==> src/rtl/miriscv_uart_tx.sv <==
// Memory-mapped 8N1 UART transmitter with a small TX FIFO, status/divisor registers and an idle IRQ.
// Optional even parity (8E1) is compiled in with `define MIRISCV_UART_PARITY_EN.
module miriscv_uart_tx #(
  parameter logic [31:0] BASE_ADDR   = 32'h0000_0100,
  parameter int          FIFO_DEPTH  = 4,
  parameter logic [15:0] DEFAULT_DIV = 16'd16
) (
  input  logic        clk_i,
  input  logic        rst_n_i,
  input  logic        data_req_i,
  input  logic        data_we_i,
  input  logic [3:0]  data_be_i,
  input  logic [31:0] data_addr_i,
  input  logic [31:0] data_wdata_i,
  output logic [31:0] data_rdata_o,
  output logic        tx_o,
  output logic        irq_o
);

  localparam int AW = $clog2(FIFO_DEPTH);
  localparam int CW = AW + 1;

`ifdef MIRISCV_UART_PARITY_EN
  localparam logic PARITY_BIT = 1'b1;
  typedef enum logic [2:0] {S_IDLE, S_START, S_DATA, S_PARITY, S_STOP} state_e;
`else
  localparam logic PARITY_BIT = 1'b0;
  typedef enum logic [2:0] {S_IDLE, S_START, S_DATA, S_STOP} state_e;
`endif

  state_e          state_q;
  logic [7:0]      mem_q [FIFO_DEPTH];
  logic [AW-1:0]   wr_ptr_q, wr_ptr_d, rd_ptr_q, rd_ptr_d;
  logic [CW-1:0]   count_q, count_d;
  logic            ovf_q, ovf_d;
  logic [15:0]     div_q, div_d;
  logic [15:0]     period_q, baud_q;
  logic [2:0]      bit_q;
  logic [7:0]      shift_q;
  logic            tx_q, irq_q;
`ifdef MIRISCV_UART_PARITY_EN
  logic            par_q;
`endif

  logic        hit, wr_en, rd_en;
  logic [1:0]  offset;
  logic        full, empty, push_req, push, pop;
  logic [15:0] frame_period;
  logic [4:0]  count_ext;
  logic        unused_ok;

  assign hit    = data_req_i && (data_addr_i[31:4] == BASE_ADDR[31:4]);
  assign offset = data_addr_i[3:2];
  assign wr_en  = hit && data_we_i;
  assign rd_en  = hit && !data_we_i;

  assign full     = (count_q == CW'(FIFO_DEPTH));
  assign empty    = (count_q == '0);
  assign pop      = (state_q == S_IDLE) && !empty;
  assign push_req = wr_en && (offset == 2'd0) && data_be_i[0];
  // A pop in the same cycle frees a slot, so a push on a full FIFO still lands.
  assign push     = push_req && (!full || pop);

  assign frame_period = (div_q == 16'd0) ? 16'd1 : div_q;
  assign count_ext    = 5'(count_q);
  assign unused_ok    = ^{data_addr_i[1:0], data_wdata_i[31:16], data_be_i[3:2]};

  always_comb begin
    wr_ptr_d = wr_ptr_q;
    rd_ptr_d = rd_ptr_q;
    count_d  = count_q;
    ovf_d    = ovf_q;
    div_d    = div_q;
    if (push) wr_ptr_d = wr_ptr_q + AW'(1);
    if (pop)  rd_ptr_d = rd_ptr_q + AW'(1);
    if (push && !pop)      count_d = count_q + CW'(1);
    else if (!push && pop) count_d = count_q - CW'(1);
    if (push_req && !push) ovf_d = 1'b1;
    if (wr_en && (offset == 2'd1) && data_be_i[0] && data_wdata_i[3]) ovf_d = 1'b0;
    if (wr_en && (offset == 2'd2)) begin
      if (data_be_i[0]) div_d[7:0]  = data_wdata_i[7:0];
      if (data_be_i[1]) div_d[15:8] = data_wdata_i[15:8];
    end
  end

  always_comb begin
    data_rdata_o = 32'h0;
    if (rd_en) begin
      case (offset)
        2'd1:    data_rdata_o = {16'h0, count_ext[3:0], 3'b000, PARITY_BIT, 4'h0,
                                 ovf_q, empty, full, (state_q != S_IDLE)};
        2'd2:    data_rdata_o = {16'h0, div_q};
        default: data_rdata_o = 32'h0;
      endcase
    end
  end

  always_ff @(posedge clk_i) begin
    if (push) mem_q[wr_ptr_q] <= data_wdata_i[7:0];
  end

  always_ff @(posedge clk_i) begin
    if (!rst_n_i) begin
      wr_ptr_q <= '0;
      rd_ptr_q <= '0;
      count_q  <= '0;
      ovf_q    <= 1'b0;
      div_q    <= DEFAULT_DIV;
    end else begin
      wr_ptr_q <= wr_ptr_d;
      rd_ptr_q <= rd_ptr_d;
      count_q  <= count_d;
      ovf_q    <= ovf_d;
      div_q    <= div_d;
    end
  end

  // tx_q/irq_q follow the state one cycle later, so every field stays exactly P cycles on the line.
  always_ff @(posedge clk_i) begin
    if (!rst_n_i) begin
      state_q  <= S_IDLE;
      period_q <= 16'd0;
      baud_q   <= 16'd0;
      bit_q    <= 3'd0;
      shift_q  <= 8'h0;
      tx_q     <= 1'b1;
      irq_q    <= 1'b1;
`ifdef MIRISCV_UART_PARITY_EN
      par_q    <= 1'b0;
`endif
    end else begin
      irq_q <= (state_q == S_IDLE) && empty;
      case (state_q)
        S_START:  tx_q <= 1'b0;
        S_DATA:   tx_q <= shift_q[0];
`ifdef MIRISCV_UART_PARITY_EN
        S_PARITY: tx_q <= par_q;
`endif
        default:  tx_q <= 1'b1;
      endcase

      case (state_q)
        S_IDLE: begin
          if (pop) begin
            shift_q  <= mem_q[rd_ptr_q];
            period_q <= frame_period;
            baud_q   <= frame_period - 16'd1;
            bit_q    <= 3'd0;
            state_q  <= S_START;
`ifdef MIRISCV_UART_PARITY_EN
            par_q    <= ^mem_q[rd_ptr_q];
`endif
          end
        end
        S_START: begin
          if (baud_q == 16'd0) begin
            baud_q  <= period_q - 16'd1;
            state_q <= S_DATA;
          end else begin
            baud_q <= baud_q - 16'd1;
          end
        end
        S_DATA: begin
          if (baud_q == 16'd0) begin
            baud_q  <= period_q - 16'd1;
            shift_q <= {1'b0, shift_q[7:1]};
            bit_q   <= bit_q + 3'd1;
            if (bit_q == 3'd7) begin
`ifdef MIRISCV_UART_PARITY_EN
              state_q <= S_PARITY;
`else
              state_q <= S_STOP;
`endif
            end
          end else begin
            baud_q <= baud_q - 16'd1;
          end
        end
`ifdef MIRISCV_UART_PARITY_EN
        S_PARITY: begin
          if (baud_q == 16'd0) begin
            baud_q  <= period_q - 16'd1;
            state_q <= S_STOP;
          end else begin
            baud_q <= baud_q - 16'd1;
          end
        end
`endif
        S_STOP: begin
          if (baud_q == 16'd0) state_q <= S_IDLE;
          else                 baud_q  <= baud_q - 16'd1;
        end
        default: state_q <= S_IDLE;
      endcase
    end
  end

  assign tx_o  = tx_q;
  assign irq_o = irq_q;

endmodule

==> config.mk <==
export PLATFORM = sky130hd
export DESIGN_NAME = miriscv_uart_tx
export DESIGN_NICKNAME = d
export VERILOG_FILES = /design/src/rtl/miriscv_uart_tx.sv
export SDC_FILE = /design/constraint.sdc
export NUM_CORES = 1
export LEC_CHECK = 0
export ABC_AREA = 0
export BUFFER_PORTS_ARGS = -buffer_cell sky130_fd_sc_hd__buf_2
export CORE_MARGIN = 10
export CORE_UTILIZATION = 40
export DETAILED_ROUTE_END_ITERATION = 16
export GPL_TIMING_DRIVEN = 1
export PLACE_DENSITY = 0.68
export SLEW_MARGIN = 20
export SYNTH_ARGS = -nofsm -noshare
export SYNTH_HDL_FRONTEND = slang
export SYNTH_SLANG_ARGS = --single-unit
export TNS_END_PERCENT = 100
==> constraint.sdc <==
create_clock -name clk_i -period 2.8 [get_ports clk_i]
set_input_delay 0.14 -clock clk_i [delete_from_list [all_inputs] [get_ports clk_i]]
set_output_delay 0.14 -clock clk_i [all_outputs]
set_load 0.03 [all_outputs]
# Word-level counts from Yosys, hierarchy flattened
# Memory sizes are Yosys's and may differ from the RTL's. A register that Yosys moved wholly into a read port is not among the register bits.
# Cells that the tools add are included.
# totals
romBits,0
ram_bits,32
latchBits,0
output_inout_bits,34
word_cells,101
register_bits,72
n_memories,1
# memory_table
name,depth,word_bits,rd,rd_ports_with_merged_regs,write_ports,line,source
mem_q,4,8,1,1,1,32,logic [7:0] mem_q [FIFO_DEPTH];
# classes
mul,0
n_div,0
eq_ne,14
n_bitwise,1
n_mux,26
n_shift,0
n_lt_le_gt_ge,0
reduce_logical,38
n_addsub,8
# op_table
cell,count
$mux W16,5
$pmux W16 S3,1
$sub A16 B1 Y16 const B,3
$logic_not A16 Y1,2
$pmux W16 S2,1
$eq A28 B5 Y1 const B,1
$mux W3,9
$mux W8,2
$pmux W8 S2,1
$logic_and A1 B1 Y1,15
$ne A2 B2 Y1 const B,6
$pmux W3 S4,1
$add A3 B1 Y3 const B,2
$eq A3 B2 Y1 const B,2
$eq A3 B3 Y1 const B,2
$logic_not A3 Y1,2
$pmux W3 S2,1
$reduce_and A2 Y1,3
$reduce_and A3 Y1,2
$reduce_bool A3 Y1,2
$logic_not A1 Y1,5
$reduce_and A5 Y1,1
$add A2 B1 Y2 const B,2
$mux W2,2
other kinds (11),14

# Depth between registers and ports, before layout
# Gate-level depths: netlist of run 1.
# logic_depth
depth_word,10
depth_mapped,12

# Worst setup path after synthesis of run 1
# Ideal clock, no wire load.
# synth_timing
path_type,reg2reg
start,register count_q[0]
end,register count_q[2]
slack_ns,0.212
t_arrival_ns,2.517
setup_time_ns,0.071
path_stages_with_launch,11
period_less_slack_ns,2.588
path_cell_list,dfxtp_1 > nor3_1 > nor2_1 > inv_1 > buf_1 > ha_1 > inv_1 > fa_1 > xor2_1 > or3_1 > a21oi_1
# synth_between
elab_chain_len,8
elab_cells_between_ends,16
cone_classes,add/sub: 2; eq/ne: 1; mux: 2; reduce/logical: 11
# synth_lines
element,line,source
start: declaration,34,"logic [CW-1:0] count_q, count_d;"
start signal: assignment,112,count_q <= count_d;
branches (longest 8 deep; another with $sub A3 B1 Y3),--,
# Parallel ways; which one is timed is not known. The select of a mux whose other input is x is not followed.
# A chain may end at the register's enable or synchronous reset.

# Worst setup path in the final report of run 1
# layout_timing
start,register div_q[9]
end,register baud_q[8]
# layout_between
elab_chain_len,5
# layout_lines
element,line,source
start: declaration,36,"logic [15:0] div_q, div_d;"
start signal: assignment,114,div_q <= div_d;
$logic_not A16 Y1,64,assign frame_period = (div_q == 16'd0) ? 16'd1 : div_q;
$mux W16,64,
$sub A16 B1 Y16,147,baud_q <= frame_period - 16'd1;
$mux W16,144,if (pop) begin
$pmux W16 S3,142,case (state_q)
end signal: assignment,147,
end signal: assignment,157,baud_q <= period_q - 16'd1;
end signal: assignment,160,baud_q <= baud_q - 16'd1;
end: declaration,37,"logic [15:0] period_q, baud_q;"
# Every way passes these cells. The select of a mux whose other input is x is not followed.

==> key figures, run 1 <==
Clocking
  • H-tree Lvls: 3
  • Worst-path clk slew: 0.08 ns
  • CTS tree: yes
  • Num Clock Sinks: 105
  • Worst skew pair latency: 0.36 ns
  • Max clock buf depth: 2
  • Clk root buf: clkbuf_16
  • Number of buffers created by CTS: 9

STA
  • Max_slew headroom: 35.04%
  • Clock period minus worst slack: 2.530 ns
  • Max frequency: 395.3 MHz
  • Worst Skew: 0.006409 ns
  • Final Max Tran Viols: 0
  • Period utilisation layout: 90.35%
  • Final Worst Setup Slack: 0.2701 ns
  • RSZ-0062 raised after global routing: no
  • Setup TNS: 0 ns
  • Final hold violation count: 0
  • Worst slew pin tran: 0.9729 ns
  • Final-report setup violation count: 0

Power and ir drop
  • Total design power: 6.463 mW
  • Power per Cell Area: 961.5 mW/mm²
  • Worst vdd ir: 0.4495 mV
  • P_leak: 2.567 nW

Placed design
  • PortBufs: 69
  • Detailed Place HPWL: 11.35 mm
  • RD Place Congestion: 0.9348
  • Setup WS pre-CTS: 0.2057 ns

Global route
  • Total gr overflow: 0
  • Total Routing Usage GR: 14.84%
  • Vias in the first global route: 4891
  • First-pass GRT wire length: 24.32 mm
  • Initial antenna violation count: 0
  • Largest net degree at the start of global routing: 56

Critical path
  • Setup crit end kind: flip-flop
  • Worst EP required: 3.06 ns
  • Critical path arrival: 2.79 ns
  • CP max stage delay: 0.37 ns
  • CP max FO: 4
  • Startpoint Class: flip-flop
  • Worst path cell trace: nor4_2 > nand4bb_1 > nor3_1 > nor2_1 > ha_1 > nor3b_1 > nand2_1 > xnor2_1 > o21a_1 > a211o_1 > o211a_1
  • Crit path max-delay cell type: nor4_2
  • Buf/Inv on CP: 0
  • Kind of critical path: flip-flop to flip-flop
  • Crit-path leading delay family: simple AND/OR/NAND/NOR gates

Logic synthesis
  • Post-synth EDFFs: 32
  • Main flop type after synthesis: dfxtp_1
  • Mapped Cells: 628
  • Synthesized area per cell: 9.270 µm²
  • Cell variety after synth: 64
  • Share of the synthesized area in the top cell type: 25.10%
  • Top cells by area, synth: dfxtp_1, edfxtp_1, mux2i_1
  • Total of warnings raised by yosys: 0
  • #FFs+latches synth: 105
  • Leading area contributor after synthesis: dfxtp_1
  • Seq/Total Area, Yosys: 41.61%
  • Share of synthesized registers carrying an async set or reset: 0%
  • Post-Syn Area: 0.005822 mm²

Routing
  • WL final: 15.04 mm
  • Vias/cell: 5.505
  • DRC violations left: 0
  • Routed vias: 4905
  • Routed Antenna Nets: 0
  • Initial DRC count: 365
  • Post-detailed-route wirelength per cell: 16.88 µm
  • DRT Pass-1 Iters: 5

Finish
  • Most frequent cells in the layout: dfxtp_1, buf_2, nand2_1, nor2_1, a21oi_1
  • Most common cell after layout, fill and taps aside: dfxtp_1
  • NumNets Final: 793
  • Layout area overhead: 15.45%
  • Share of cells above drive strength 1: 19.52%
  • Antenna Cells: 0
  • # fillers: 1366

Hold path
  • Hold crit path type: primary input to flip-flop

Floorplanning
  • Core area: 0.01442 mm²
  • DIE AREA: 0.01978 mm²
  • I/O pin count: 106
  • Core Rows: 44
  • Initial Util: 40.36%
  • Die X-Extent: 140.6 µm
  • Die H: 140.6 µm

Job
  • Max Cap Violations: 0

Outcome
  • Outcome: finished clean
registers in the layout (all words and copies together) (netlist names), named ones only:
signal,count
baud_q,16
bit_q,3
count_q,3
div_q,16
irq_o,1
mem_q,32
ovf_q,1
period_q,16
rd_ptr_q,2
shift_q,8
state_q,2
tx_o,1
wr_ptr_q,2
synth_stat cells, types with 3 or more instances:
master / count
a31oi_1: 3
buf_4: 20
a21oi_1: 34
and4_1: 3
a211o_1: 3
mux4_2: 8
xor2_1: 14
nand4b_1: 3
mux2i_1: 27
o211ai_1: 6
o22ai_1: 3
nand2b_1: 4
ha_1: 18
nand4_1: 6
edfxtp_1: 32
nor4_1: 13
o21ai_0: 24
nand3b_1: 5
buf_2: 6
inv_1: 16
or3_1: 4
nand3_1: 24
and2_1: 15
o31ai_1: 5
nor2_1: 66
dfxtp_1: 73
or4_1: 4
buf_1: 3
nor3_1: 19
clkbuf_1: 22
nand2_1: 66
a21oi_2: 3
a211oi_1: 10
xnor2_1: 19
a22oi_1: 6
final cells by class:
cell class                      instances  area [µm²]  area share [%]
Tap cell                              184       230.2           3.425
Inverter                               18       67.56           1.005
Sequential cell                       105        2422           36.04
Multi-Input combinational cell        468        3109           46.26
Timing Repair Buffer                  100       580.6           8.637
Clock buffer                            9       225.2           3.351
Clock inverter                          7       86.33           1.284
metal layers:
layer  vias to the layer above  part of all wire (%)  global-route usage [%]
li1                       2383                     -                       -
met1                      2292                    43                   18.25
met2                       208                    48                   24.63
met3                        22                   7.3                   3.628
met4                         0                   1.8                   5.380
met5                         -                     0                       0
worst register-to-register path: stages (launching register included):
cell       delay [ns]
dfxtp_1          0.33
nor4_2           0.37
nand4bb_1        0.24
nor3_1           0.23
nor2_1           0.10
ha_1             0.23
nor3b_1          0.16
nand2_1          0.12
xnor2_1          0.08
o21a_1           0.19
a211o_1          0.27
o211a_1          0.12
kinds of logic (layout without fill, tap and decap cells):
family,after synthesis,in the layout,synth area share (%)
adders and majority gates,19,19,4.212
buffers and inverters,70,134,6.060
muxes,35,35,7.737
and+or+nand+nor,247,247,21.99
xor gates and xnor gates,33,33,4.965
DFF,105,105,41.61
other,1,16,0.06441
AOI/OAI and AO/OA,118,118,13.37
worst paths after layout:
check                            start                        end  slack, ns  depth (start not counted)
min                    data_wdata_i[7]      mem_q[1][7]$_DFFE_PP_       0.02                          1
max              div_q[9]$_SDFFE_PN0P_     baud_q[8]$_SDFFE_PN0P_       0.27                         11
max reg2reg      div_q[9]$_SDFFE_PN0P_     baud_q[8]$_SDFFE_PN0P_       0.27                         11
min reg2reg  period_q[15]$_SDFFE_PN0P_  period_q[15]$_SDFFE_PN0P_       0.47                          2
metrics by stage:
| stage | hold WS (ns) | cells | util, % | instance area [µm²] |
|---|---|---|---|---|
| after global placement | 0.3759 | 874 | 44.33 | 6394 |
| after global routing | 0.02712 | 891 | 46.60 | 6721 |
| after CTS | 0.01453 | 891 | 46.56 | 6715 |
| after floorplan | 0.2389 | 643 | - | 5878 |
| after detailed placement | 0.3767 | 874 | 44.33 | 6394 |
| final | 0.01959 | 891 | 46.60 | 6721 |
where the power goes:
group | leakage (nW) | switching, mW | internal, mW
combinational | 1.53 | 1.93 | 1.24
sequential | 0.882 | 0.232 | 1.76
clock | 0.151 | 0.655 | 0.645
what timing repair did:
item                                   4_1_cts  5_1_grt
hold buffers                                 1        0
resized for setup                            0        1
endpoints found under the hold margin        3        0
setup endpoints to repair                    0        4
buffers inserted                             0        0
(Power assumes the default switching activity.)
==> inputs of run 2 (changes only) <==
--- a/config.mk
+++ b/config.mk
@@ -7,11 +7,14 @@
 export LEC_CHECK = 0
 export ABC_AREA = 0
 export BUFFER_PORTS_ARGS = -buffer_cell sky130_fd_sc_hd__buf_2
+export CELL_PAD_IN_SITES_DETAIL_PLACEMENT = 1
+export CELL_PAD_IN_SITES_GLOBAL_PLACEMENT = 1
+export CORE_ASPECT_RATIO = 1.5
 export CORE_MARGIN = 10
-export CORE_UTILIZATION = 40
+export CORE_UTILIZATION = 39
 export DETAILED_ROUTE_END_ITERATION = 16
 export GPL_TIMING_DRIVEN = 1
-export PLACE_DENSITY = 0.68
+export PLACE_DENSITY = 0.82
 export SLEW_MARGIN = 20
 export SYNTH_ARGS = -nofsm -noshare
 export SYNTH_HDL_FRONTEND = slang
==> run 2 against run 1 <==
Maximum frequency decreased by 4.1%. Register-to-register slack got worse by 0.11 ns. Via count increased by 3.2%. Critical path depth decreased by 1. Non-clock buffer count decreased by 1. Global-route usage increased by 2.9 points. Utilization decreased by 0.28 points. Final cell count increased by 1.2%. Clock skew increased by 0.0047 ns. Clock power about the same. Critical path type unchanged.
==> key figures, run 2 (synthesis results as in run 1) <==
STA
  • Worst slew pin tran: 1.016 ns (+0.04284 ns)
  • Max frequency: 379.2 MHz (-4.1%)
  • Final hold violation count: 0 (unchanged)
  • Final-report setup violation count: 0 (unchanged)
  • Final Max Tran Viols: 0 (unchanged)
  • Clock period minus worst slack: 2.637 ns (+0.1070 ns)
  • Final Worst Setup Slack: 0.1631 ns (-0.1070 ns)
  • Max_slew headroom: 32.18% (-2.9 points)
  • RSZ-0062 raised after global routing: no
  • Worst Skew: 0.01114 ns (+0.004727 ns)
  • Period utilisation layout: 94.17% (+3.8 points)
  • Setup TNS: 0 ns (unchanged)

Clocking
  • H-tree Lvls: 3 (unchanged)
  • Number of buffers created by CTS: 9 (unchanged)
  • Cts hold-fix bufs: 0 (-1)
  • Num Clock Sinks: 105 (unchanged)
  • Clk root buf: clkbuf_16
  • CTS tree: yes
  • Max clock buf depth: 2 (unchanged)
  • Worst skew pair latency: 0.35 ns (about the same)
  • Worst-path clk slew: 0.08 ns (about the same)

Routing
  • Max layer used: met4
  • WL final: 18.16 mm (+21%)
  • DRC violations left: 0 (unchanged)
  • Post-detailed-route wirelength per cell: 20.13 µm (+19%)
  • Routed Antenna Nets: 0 (unchanged)
  • Initial DRC count: 249 (-32%)
  • Met3 WL: 813 µm (-26%)
  • Vias/cell: 5.612 (+1.9%)
  • DRT Pass-1 Iters: 4 (-1)
  • Wl on met1: 6.860 mm (+7.1%)
  • Routed vias: 5062 (+3.2%)
  • Met2 wire len: 9.884 mm (+36%)

Outcome
  • Outcome: finished clean

Critical path
  • RR Startpoint: div_q[0]$_SDFFE_PN0P_
  • Crit path from: div_q[0]$_SDFFE_PN0P_
  • Startpoint Class: flip-flop
  • R2r setup slk: 0.16 ns (-0.11 ns)
  • CP max FO: 6 (+2)
  • Worst EP required: 3.04 ns (-0.02 ns)
  • Kind of critical path: flip-flop to flip-flop
  • Reg2Reg Capture Point: baud_q[8]$_SDFFE_PN0P_
  • Critical path arrival: 2.88 ns (+0.09 ns)
  • Setup crit end kind: flip-flop
  • Worst r2r path cells: 10 (-1)

Finish
  • Most flop-heavy register: mem_q
  • Final Instance Area: 0.006760 mm² (+0.58%)
  • Layout area overhead: 16.12%
  • Max reg flops: 32 (unchanged)
  • Most common cell after layout, fill and taps aside: dfxtp_1
  • # fillers: 1756 (+29%)
  • Antenna Cells: 0 (unchanged)
  • Share of cells above drive strength 1: 19.97% (+0.45 points)
  • NumNets Final: 792 (-0.13%)
  • Most frequent cells in the layout: dfxtp_1, buf_2, nand2_1, nor2_1, a21oi_1

Hold path
  • End of the worst hold path: div_q[14]$_SDFFE_PN0P_
  • Hold wc startpoint: data_wdata_i[14]
  • WHS Path Cells: 3 (+2)
  • Hold crit path type: primary input to flip-flop

Power and ir drop
  • P_leak: 2.574 nW (+0.29%)
  • Power per Cell Area: 976.6 mW/mm² (+1.6%)
  • Worst vdd ir: 0.5675 mV (+26%)
  • Total design power: 6.602 mW (+2.2%)

Floorplanning
  • Initial Util: 39.89% (-0.47 points)
  • Die H: 169.6 µm (+21%)
  • Die X-Extent: 119.8 µm (-15%)
  • I/O pin count: 106 (unchanged)
  • Core Rows: 54 (+23%)
  • Core area: 0.01459 mm² (+1.2%)
  • DIE AREA: 0.02032 mm² (+2.7%)

Global route
  • First-pass GRT wire length: 29.11 mm (+20%)
  • Total Routing Usage GR: 17.70% (+2.9 points)
  • Largest net degree at the start of global routing: 56 (unchanged)
  • Vias in the first global route: 5589 (+14%)
  • Total gr overflow: 0 (unchanged)
  • Initial antenna violation count: 0 (unchanged)

Job
  • Max Cap Violations: 0 (unchanged)

Placed design
  • Detailed Place HPWL: 13.37 mm (+18%)
  • Setup WS pre-CTS: 0.004116 ns (-0.2016 ns)
  • RD Place Congestion: 0.8374 (-10%)
  • Post-DP Area: 0.006399 mm² (about the same)
  • PortBufs: 69 (unchanged)
## run 2: worst max-delay path by stage
stage	endpoint	slack [ns]
after floorplan	count_q[2]$_SDFFE_PN0P_	0.21
after global placement	baud_q[8]$_SDFFE_PN0P_	0.10
after detailed placement	baud_q[8]$_SDFFE_PN0P_	0.004
after CTS	baud_q[8]$_SDFFE_PN0P_	0.07
after global routing	baud_q[8]$_SDFFE_PN0P_	0.002
final	baud_q[8]$_SDFFE_PN0P_	0.16
## run 2: critical path, stage by stage (launching register included)
cell,delay (ns)
dfxtp_1,0.37
or4_1,0.65
nor3_2,0.20
nor2_1,0.11
ha_1,0.24
nor3b_1,0.18
nand2_1,0.12
xnor2_1,0.07
o21a_1,0.19
a211o_1,0.26
o211a_1,0.12
## run 2: cell type report
type / instances / area, µm² / share of cell area, %
clock buffer: 9 / 225.2 / 3.331
tap: 196 / 245.2 / 3.628
inverter: 18 / 67.56 / 0.9994
multi-input combinational: 468 / 3128 / 46.27
sequential: 105 / 2422 / 35.83
timing repair buffer: 99 / 583.1 / 8.625
clock inverter: 7 / 88.84 / 1.314
## run 2: metal layers
metal	global-route usage, %	up-vias
met5	0	-
met4	7.947	0
met3	3.796	35
met2	33.35	135
met1	18.15	2512
li1	-	2380
## run 2: per-stage QoR
step,cells,hold slack (ns),util (%)
final,902,0.03148,46.32
after global routing,902,0.02948,46.32
after global placement,883,0.3773,43.84
after CTS,899,0.02169,46.04
after detailed placement,883,0.3869,43.84
after floorplan,643,0.2389,-
## run 2: what timing repair did
action	4_1_cts	5_1_grt
hold endpoints to repair	0	0
pin swaps	0	3
cloned	0	0
endpoints found under the setup margin	1	4
setup buffers	0	3
gates resized for setup	1	4
## run 2: power breakdown
group	internal (mW)	switching (mW)
combinational	1.23	2.07
sequential	1.76	0.246
clock	0.645	0.650
total	3.64	2.96
==> inputs of run 3 (changes only) <==
==> config.mk (replaced) <==
export PLATFORM = sky130hd
export DESIGN_NAME = miriscv_uart_tx
export DESIGN_NICKNAME = d
export VERILOG_FILES = /design/src/rtl/miriscv_uart_tx.sv
export SDC_FILE = /design/constraint.sdc
export NUM_CORES = 1
export LEC_CHECK = 0
export ABC_AREA = 1
export BUFFER_PORTS_ARGS = -buffer_cell sky130_fd_sc_hd__buf_2
export CELL_PAD_IN_SITES_DETAIL_PLACEMENT = 1
export CELL_PAD_IN_SITES_GLOBAL_PLACEMENT = 2
export CORE_ASPECT_RATIO = 1.5
export CORE_MARGIN = 10
export CORE_UTILIZATION = 28
export DETAILED_ROUTE_END_ITERATION = 16
export GPL_TIMING_DRIVEN = 1
export PLACE_DENSITY = 0.81
export SLEW_MARGIN = 20
export SYNTH_ARGS = -nofsm -noshare
export SYNTH_HDL_FRONTEND = slang
export SYNTH_SLANG_ARGS = --single-unit
export TNS_END_PERCENT = 5
==> run 3 against run 2 <==
Via count is 14% higher. Synthesized area is 4.9% higher. Register-to-register slack better by 0.21 ns. Setup slack better by 0.21 ns. Critical path depth is 5 higher. Die area is 39% higher. Worst hold slack worse by 0.026 ns. Power is 4.6% lower. Count of clock-buffer cells in the layout stayed put. Clock skew is 0.0037 ns lower. Routed wire length is 8.6% higher. Final cell count is 34% higher.
==> key figures, run 3 <==
Outcome
  • Outcome: finished clean

Logic synthesis
  • Commonest cells post-synth: nand2_1, nor2_1, inv_1
  • Most frequent cell after synthesis: nand2_1
  • XOR/XNOR share of the synthesized area: 3.443% (-1.5 points)
  • Mapped Cells: 866 (+38%)
  • Complex-gate fraction of the synthesized area: 14.49% (+1.1 points)
  • #FFs+latches synth: 105 (unchanged)
  • Main flop type after synthesis: dfxtp_1
  • Cell variety after synth: 41 (-36%)
  • Top cells by area, synth: dfxtp_1, edfxtp_1, nand2_1
  • Synthesized area per cell: 7.049 µm² (-24%)
  • Largest family of logic cells by synthesized area: simple AND/OR/NAND/NOR gates
  • Total of warnings raised by yosys: 0 (unchanged)
  • Post-synth EDFFs: 32 (unchanged)
  • Leading area contributor after synthesis: dfxtp_1
  • Seq/Total Area, Yosys: 39.68% (-1.9 points)
  • Simple-gate share of the synthesized area: 29.35% (+7.4 points)
  • Post-Syn Area: 0.006105 mm² (+4.9%)
  • Share of synthesized registers carrying an async set or reset: 0% (unchanged)
  • Post-synthesis mux area share: 0% (-7.7 points)
  • Adder-Cell Fraction of Synth Area: 4.017% (-0.20 points)
  • Share of the synthesized area in the top cell type: 23.94% (-1.2 points)

Finish
  • Finished Layout Cells: 1212 (+34%)
  • Most frequent cells in the layout: nand2_1, nor2_1, inv_1
  • Final Core Density: 32.63% (-14 points)
  • Final Instance Area: 0.007033 mm² (+4.0%)
  • Antenna Cells: 0 (unchanged)
  • Share of cells above drive strength 1: 13.62% (-6.4 points)
  • Max reg flops: 32 (unchanged)
  • Layout area overhead: 15.21%
  • Most flop-heavy register: mem_q
  • Most common cell after layout, fill and taps aside: nand2_1
  • NumNets Final: 1026 (+30%)

STA
  • Period utilisation layout: 86.52% (-7.7 points)
  • Final-report setup violation count: 0 (unchanged)
  • Setup TNS: 0 ns (unchanged)
  • Clock period minus worst slack: 2.423 ns (-0.2142 ns)
  • Final hold violation count: 0 (unchanged)
  • Worst Skew: 0.007457 ns (-0.003679 ns)
  • Final Max Tran Viols: 0 (unchanged)
  • Worst slew pin tran: 0.5911 ns (-0.4246 ns)
  • Max frequency: 412.8 MHz (+8.8%)
  • RSZ-0062 raised after global routing: no
  • Max_slew headroom: 60.45% (+28 points)

Global route
  • First-pass GRT wire length: 31.91 mm (+9.6%)
  • Largest net degree at the start of global routing: 43 (-23%)
  • Total Routing Usage GR: 13.90% (-3.8 points)
  • Vias in the first global route: 6151 (+10%)
  • Initial antenna violation count: 0 (unchanged)
  • Total gr overflow: 0 (unchanged)

Clocking
  • Post-CTS Resized: 0 (-1)
  • # Post-CTS Setup Buffers: 0 (unchanged)
  • Num Clock Sinks: 105 (unchanged)
  • H-tree Lvls: 3 (unchanged)
  • CTS tree: yes
  • Worst-path clk slew: 0.08 ns (about the same)
  • Worst skew pair latency: 0.36 ns (about the same)
  • Max clock buf depth: 2 (unchanged)
  • Number of buffers created by CTS: 9 (unchanged)
  • Clk root buf: clkbuf_16
  • Cts hold-fix bufs: 0 (unchanged)

Routing
  • Routed vias: 5779 (+14%)
  • Vias/cell: 4.768 (-15%)
  • WL final: 19.73 mm (+8.6%)
  • Post-detailed-route wirelength per cell: 16.28 µm (-19%)
  • Initial DRC count: 189 (-24%)
  • DRC violations left: 0 (unchanged)
  • DRT Pass-1 Iters: 4 (unchanged)
  • Routed Antenna Nets: 0 (unchanged)

Power and ir drop
  • Total design power: 6.299 mW (-4.6%)
  • Power per Cell Area: 895.7 mW/mm² (-8.3%)
  • Worst vdd ir: 0.3015 mV (-47%)
  • P_leak: 3.207 nW (+25%)

Floorplanning
  • Die H: 200.8 µm (+18%)
  • I/O pin count: 106 (unchanged)
  • Die X-Extent: 140.6 µm (+17%)
  • Core area: 0.02155 mm² (+48%)
  • Core Rows: 66 (+22%)
  • DIE AREA: 0.02823 mm² (+39%)
  • Initial Util: 28.32% (-12 points)

Critical path
  • Setup crit end kind: flip-flop
  • Startpoint Class: flip-flop
  • Worst EP required: 3.10 ns (+0.06 ns)
  • CP max FO: 5 (-1)
  • Kind of critical path: flip-flop to flip-flop
  • Critical path arrival: 2.72 ns (-0.16 ns)

Placed design
  • Placed insts: 1196 (+35%)
  • Post-DP Area: 0.006726 mm² (+5.1%)
  • Detailed Place HPWL: 15.60 mm (+17%)
  • RD Place Congestion: 0.8766 (+4.7%)
  • PortBufs: 69 (unchanged)

Hold path
  • Hold crit path type: primary input to flip-flop

Job
  • Max Cap Violations: 0 (unchanged)
-- run 3: cell count changes in the layout (fill, tap and decap cells not counted), moves of 15 or more --
cell     delta
a21oi_1    +24
and2_1     -15
inv_1      +59
mux2i_1    -27
nand2_1   +136
nand3_1    +19
nor2_1     +81
o21ai_0    +26
o21ai_1    +25
-- run 3: final timing paths --
path / from / end / slack (ns) / cells past startpoint
worst min-delay path: data_wdata_i[11] / div_q[11]$_SDFFE_PN0P_ / 0.006 / 3
worst max-delay path: div_q[2]$_SDFFE_PN0P_ / baud_q[12]$_SDFFE_PN0P_ / 0.38 / 15
worst max register to register: div_q[2]$_SDFFE_PN0P_ / baud_q[12]$_SDFFE_PN0P_ / 0.38 / 15
worst min register to register: ovf_q$_SDFFE_PP0P_ / ovf_q$_SDFFE_PP0P_ / 0.46 / 2
-- run 3: layout make-up --
type | count | area (µm²)
clock inverter | 7 | 81.33
clock buffer | 9 | 225.2
multi-input combinational | 653 | 3194
tap | 272 | 340.3
inverter | 81 | 304.0
fill | 2718 | 14520
sequential | 105 | 2422
timing repair buffer | 85 | 465.4
-- run 3: logic make-up after synthesis --
logic type | after synthesis
adders and majority gates | 19
other | 1
and+or+nand+nor | 431
buffers and inverters | 123
DFF | 105
AOI/OAI and AO/OA | 163
xor gates and xnor gates | 24
-- run 3: worst max-delay path: stages (launching register included) --
cell     delay, ns
dfxtp_1       0.44
nor2_1        0.10
nand2_1       0.10
nor2_1        0.05
nand2_1       0.15
nand2_1       0.11
inv_1         0.14
ha_1          0.21
nand2_1       0.12
nor2_1        0.30
nand3_1       0.16
a21oi_1       0.15
o21ai_1       0.10
nand2_2       0.07
inv_2         0.04
a21oi_2       0.11
-- run 3: metrics by stage --
step | setup WS (ns) | hold slack, ns
2_1_floorplan | 0.7095 | 0.2389
3_3_place_gp | 0.4377 | 0.3699
3_5_place_dp | 0.3694 | 0.3767
4_1_cts | 0.3464 | 0.001791
5_1_grt | 0.08568 | 0.01245
6_report | 0.3773 | 0.005906
-- run 3: routing by layer --
| layer | wire [µm] | track usage [%] | vias to the layer above |
|---|---|---|---|
| li1 | - | - | 2921 |
| met4 | 611 | 6.250 | 0 |
| met1 | 7865 | 14.74 | 2711 |
| met2 | 10450 | 25.55 | 112 |
| met3 | 806 | 2.770 | 35 |
| met5 | 0 | 0 | - |
-- run 3: report_power, final --
group,switching (mW),total [mW],internal (mW)
Sequential,0.236,2.04,1.81
Clock,0.690,1.34,0.651
Combinational,1.97,2.91,0.949
